[config.mk]
export PLATFORM = sky130hd
export DESIGN_NAME = scumv_tuning_tl_master
export DESIGN_NICKNAME = d
export VERILOG_FILES = /design/src/rtl/scumv_tl_pkg.sv /design/src/rtl/scumv_tuning_tl_master.sv
export SDC_FILE = /design/constraint.sdc
export NUM_CORES = 1
export LEC_CHECK = 0
export ABC_AREA = 1
export CAP_MARGIN = 0
export CORE_MARGIN = 10
export CORE_UTILIZATION = 40
export DETAILED_ROUTE_END_ITERATION = 16
export PLACE_DENSITY = 0.82
export SLEW_MARGIN = 20
export SYNTH_ARGS = -nofsm -noshare
export SYNTH_HDL_FRONTEND = slang
export SYNTH_SLANG_ARGS = --single-unit
[constraint.sdc]
create_clock -name clock -period 1.9 [get_ports clock]
set_input_delay 0.38 -clock clock [delete_from_list [all_inputs] [get_ports clock]]
set_output_delay 0.38 -clock clock [all_outputs]
set_load 0.03 [all_outputs]
[src/rtl/scumv_tl_pkg.sv]
// TileLink-UL opcode constants and the FSM state type for the tuning-register master.
package scumv_tl_pkg;

  localparam logic [2:0] A_PUT_FULL        = 3'd0;
  localparam logic [2:0] A_PUT_PARTIAL     = 3'd1;
  localparam logic [2:0] A_GET             = 3'd4;
  localparam logic [2:0] D_ACCESS_ACK      = 3'd0;
  localparam logic [2:0] D_ACCESS_ACK_DATA = 3'd1;
  localparam logic [1:0] SIZE_WORD         = 2'd2;

  typedef enum logic [1:0] {IDLE, A_REQ, D_WAIT, RSP} state_e;

endpackage

[src/rtl/scumv_tuning_tl_master.sv]
// Single-outstanding TileLink-UL master that turns cmd requests into word Get/Put accesses.
// state  | meaning
// IDLE   | accept a command
// A_REQ  | present A beat until accepted
// D_WAIT | wait for D beat or timeout
// RSP    | hold response until consumed
module scumv_tuning_tl_master
  import scumv_tl_pkg::*;
#(
  parameter int SOURCE_ID      = 0,
  parameter int TIMEOUT_CYCLES = 1024
) (
  input  logic        clock,
  input  logic        reset,
  input  logic        cmd_valid,
  output logic        cmd_ready,
  input  logic        cmd_write,
  input  logic [15:0] cmd_addr,
  input  logic [31:0] cmd_data,
  input  logic [3:0]  cmd_mask,
  output logic        rsp_valid,
  input  logic        rsp_ready,
  output logic [31:0] rsp_data,
  output logic        rsp_error,
  output logic        tl_a_valid,
  input  logic        tl_a_ready,
  output logic [2:0]  tl_a_opcode,
  output logic [2:0]  tl_a_param,
  output logic [1:0]  tl_a_size,
  output logic [15:0] tl_a_source,
  output logic [15:0] tl_a_address,
  output logic [3:0]  tl_a_mask,
  output logic [31:0] tl_a_data,
  output logic        tl_a_corrupt,
  input  logic        tl_d_valid,
  output logic        tl_d_ready,
  input  logic [2:0]  tl_d_opcode,
  input  logic [1:0]  tl_d_size,
  input  logic [15:0] tl_d_source,
  input  logic [31:0] tl_d_data
);

  localparam int            CW       = $clog2(TIMEOUT_CYCLES + 1);
  localparam logic [CW-1:0] CNT_LAST = CW'(TIMEOUT_CYCLES - 1);
  localparam logic [15:0]   SRC      = 16'(SOURCE_ID);

  state_e        r_state;
  state_e        w_state_nxt;
  logic          r_write;
  logic [15:0]   r_addr;
  logic [31:0]   r_wdata;
  logic [3:0]    r_mask;
  logic [CW-1:0] r_cnt;
  logic [31:0]   r_rsp_data;
  logic          r_rsp_error;

  logic          w_cmd_fire;
  logic          w_a_fire;
  logic          w_d_fire;
  logic          w_timeout;
  logic          w_d_err;
  logic [2:0]    w_d_exp_op;

  always_ff @(posedge clock) begin
    if (reset) r_state <= IDLE;
    else       r_state <= w_state_nxt;
  end

  always_comb begin
    w_state_nxt = r_state;
    cmd_ready   = 1'b0;
    tl_a_valid  = 1'b0;
    tl_d_ready  = 1'b1;
    rsp_valid   = 1'b0;
    case (r_state)
      IDLE: begin
        cmd_ready = 1'b1;
        if (cmd_valid) w_state_nxt = A_REQ;
      end
      A_REQ: begin
        tl_a_valid = 1'b1;
        tl_d_ready = 1'b0;
        if (tl_a_ready) w_state_nxt = D_WAIT;
      end
      D_WAIT: begin
        if (tl_d_valid || w_timeout) w_state_nxt = RSP;
      end
      RSP: begin
        rsp_valid = 1'b1;
        if (rsp_ready) w_state_nxt = IDLE;
      end
      default: w_state_nxt = IDLE;
    endcase
  end

  assign w_cmd_fire = cmd_valid & cmd_ready;
  assign w_a_fire   = tl_a_valid & tl_a_ready;
  assign w_d_fire   = (r_state == D_WAIT) & tl_d_valid & tl_d_ready;
  assign w_timeout  = (r_state == D_WAIT) && (r_cnt == CNT_LAST);
  assign w_d_exp_op = r_write ? D_ACCESS_ACK : D_ACCESS_ACK_DATA;
  assign w_d_err    = (tl_d_opcode != w_d_exp_op) | (tl_d_source != SRC) |
                      (tl_d_size != SIZE_WORD);

  // A-channel fields come straight from the command registers so they stay stable while stalled.
  assign tl_a_opcode  = !r_write ? A_GET : ((r_mask == 4'hF) ? A_PUT_FULL : A_PUT_PARTIAL);
  assign tl_a_param   = 3'd0;
  assign tl_a_size    = SIZE_WORD;
  assign tl_a_source  = SRC;
  assign tl_a_address = r_addr;
  assign tl_a_mask    = r_write ? r_mask : 4'hF;
  assign tl_a_data    = r_write ? r_wdata : 32'd0;
  assign tl_a_corrupt = 1'b0;

  assign rsp_data  = r_rsp_data;
  assign rsp_error = r_rsp_error;

  always_ff @(posedge clock) begin
    if (reset) begin
      r_write     <= 1'b0;
      r_addr      <= 16'd0;
      r_wdata     <= 32'd0;
      r_mask      <= 4'd0;
      r_cnt       <= '0;
      r_rsp_data  <= 32'd0;
      r_rsp_error <= 1'b0;
    end else begin
      if (w_cmd_fire) begin
        r_write <= cmd_write;
        r_addr  <= {cmd_addr[15:2], 2'b00};
        r_wdata <= cmd_data;
        r_mask  <= cmd_mask;
      end
      if (w_a_fire)
        r_cnt <= '0;
      else if ((r_state == D_WAIT) && !w_d_fire)
        r_cnt <= r_cnt + CW'(1);
      // A D beat landing on the last timeout cycle still wins.
      if (w_d_fire) begin
        r_rsp_data  <= r_write ? 32'd0 : tl_d_data;
        r_rsp_error <= w_d_err;
      end else if (w_timeout) begin
        r_rsp_data  <= 32'd0;
        r_rsp_error <= 1'b1;
      end
    end
  end

endmodule

==> metrics.cfg <==
[power_and_ir_drop]
leakage_uw = 0.00280
powerDensity_nw_per_um2 = 1070
fin_total_pwr_uw = 6910
ir_drop_v = 0.000721

[routing]
via_count = 4431
first_pass_iters = 5
drtIter0Drc = 361
routed_wirelength_mm = 14.1
vias_per_cell = 4.76
drc = 0
ant_nets = 0
drt-wirelength-per-cell_um = 15.1

[synth]
yosysWarnings = 0
syn_inst = 604
synth_area_um2 = 4260
ys_ff_latch = 97
synth_ff_type = dfxtp_1
syn_avg_cell_area_um2 = 7.06
ys_seq_area_frac = 0.456
synth_edf_count = 0
synthArstFlopShare = 0
ys_types = 27

[global_routing]
antenna_found_initial = 0
grt_first_pass_wirelength_mm = 22.0
gr-total-overflow = 0
grt_start_max_net_pins = 55
grt_usage = 0.177
grt_pass1_vias = 4497

[sta]
max_clock_freq_ghz = 0.543
slew_violations = 0
clock_skew_ns = 0.00917
rsz0062_at_grt = no
final-setup-viol-count = 0
hold_viol = 0
min_period_ns = 1.84
fin_crit_sh = 0.968
fin_tns_setup_ns = 0

[floorplanning]
num_io_pins = 226
core_um2 = 10400
dieArea_um2 = 15200
chipWidth_um = 123
rows = 37
start_util = 0.411
die_h_um = 123

[clock_network]
numCtsBuffers = 9
clock-root-buffer = clkbuf_8
cts_tree = done
htreeDepth = 3
clock_sinks = 97
cts_buffer_depth = 2
insertion_delay_ns = 0.36
path_clk_slew_ns = 0.09
postCtsHoldBufs = 0

[critical_path]
worstPathRequired_ns = 1.52
slowest_stage = clkdlybuf4s50_1
cp_top_family = buffers and inverters
path_class = register to output pin
crit_path_end_kind = output pin
arrival_ns = 1.46
cp_max_fo = 2
cp-start-kind = register
worst-path-buf-inv = 1
path_cells = clkdlybuf4s50_1
slowest_delay_ns = 0.72

[placed_design]
hpwl_mm = 10.8
placed_cell_area_um2 = 6240
port_buffers = 198
globalplace.congestion = 0.888

[layout]
syn_to_final_growth_pct = 51.0
final_area_um2 = 6440
n_antenna_cell = 0
mostFrequentLayoutCells = clkdlybuf4s50_1, nor2_1, nand2_1
drive_above_1_share = 0.0994
utilization = 0.621
final_common_cell = clkdlybuf4s50_1
nFillCells = 917
fin_nets = 908

[run_status]
status = complete, no violations

[flow_run]
drv_cap = 0

[worst_hold_path]
hp-class = register to register

-- flip-flops by register name, indices dropped and copies added, names as in the netlist --
name / flops
r_cnt: 11
r_mask: 4
r_state: 2
r_wdata: 32
r_write: 1
rsp_data: 32
rsp_error: 1
tl_a_address: 14
-- worst paths after layout --
path                                   start      endpoint  slack (ns)  cells after the start
worst max-delay path            rsp_data[31]  rsp_data[31]        0.06                      1
worst min-delay path             rsp_data[0]   rsp_data[0]        0.48                      2
worst min register to register   rsp_data[0]   rsp_data[0]        0.48                      2
worst max register to register    r_state[0]    r_state[0]        0.21                     10
-- kinds of logic (layout without fill, tap and decap cells) --
| kind of cell | after synthesis | after routing | share of synthesized area |
|---|---|---|---|
| compound gates | 101 | 101 | 0.122 |
| xor+xnor | 2 | 2 | 0.00411 |
| fa+ha+maj | 5 | 5 | 0.0147 |
| buf+inv | 113 | 281 | 0.126 |
| flops | 97 | 97 | 0.456 |
| other cells | 2 | 25 | 0.00176 |
| simple gates | 284 | 284 | 0.276 |
-- synthesized netlist by cell type (3+ instances only) --
cell | n | area, um2
inv_1 | 52 | 195
buf_2 | 5 | 25.0
buf_4 | 28 | 210
nand3_1 | 39 | 195
or2_2 | 4 | 25.0
clkbuf_1 | 20 | 75.1
buf_1 | 4 | 15.0
inv_2 | 3 | 11.3
nor2_1 | 126 | 473
nand4_1 | 5 | 31.3
dfxtp_1 | 97 | 1940
o21ai_0 | 55 | 275
ha_1 | 5 | 62.6
a21oi_1 | 44 | 220
nand2_1 | 100 | 375
-- per-layer routing --
| metal | part of all wire | global-route usage |
|---|---|---|
| met3 | 0.13 | 0.0789 |
| met4 | 0.016 | 0.0677 |
| met5 | 0 | 0 |
| met2 | 0.46 | 0.295 |
| met1 | 0.40 | 0.196 |
-- metrics by stage --
stage / cells / hold slack [ns] / setup slack [ns]
2_1_floorplan: 627 / 0.454 / 0.236
6_report: 931 / 0.482 / 0.0599
5_1_grt: 931 / 0.509 / 0.0114
3_5_place_dp: 916 / 0.469 / 0.121
3_3_place_gp: 916 / 0.463 / 0.151
4_1_cts: 931 / 0.482 / 0.0111
-- tightest hold or removal path: cells and delay by family, from the launching register on --
family	cells	cell delay [ns]
AOI/OAI and AO/OA	1	0.05
and+or+nand+nor	1	0.07
DFF	1	0.31
-- cell type report --
class | count | area [um2] | area share
repair buffers | 210 | 2030 | 0.316
flip-flops and latches | 97 | 1940 | 0.302
multi-input cells | 417 | 1870 | 0.291
inverters | 56 | 210 | 0.0327
well taps | 136 | 170 | 0.0264
clock buffers | 12 | 145 | 0.0226
clock inverters | 3 | 65.1 | 0.0101
-- what timing repair did --
action	CTS	global route
buffers inserted	0	0
resized for setup	6	4
endpoints found under the setup margin	5	4
-- where the power goes --
group          leakage (uW)  internal, uW  total (uW)  switching, uW
Combinational       0.00190          1090        2830           1740
Sequential         0.000794          2410        2620            215
Clock              0.000106           771        1460            686
Total               0.00280          4270        6910           2640
No activity file was read; power rests on OpenSTA's default activity.
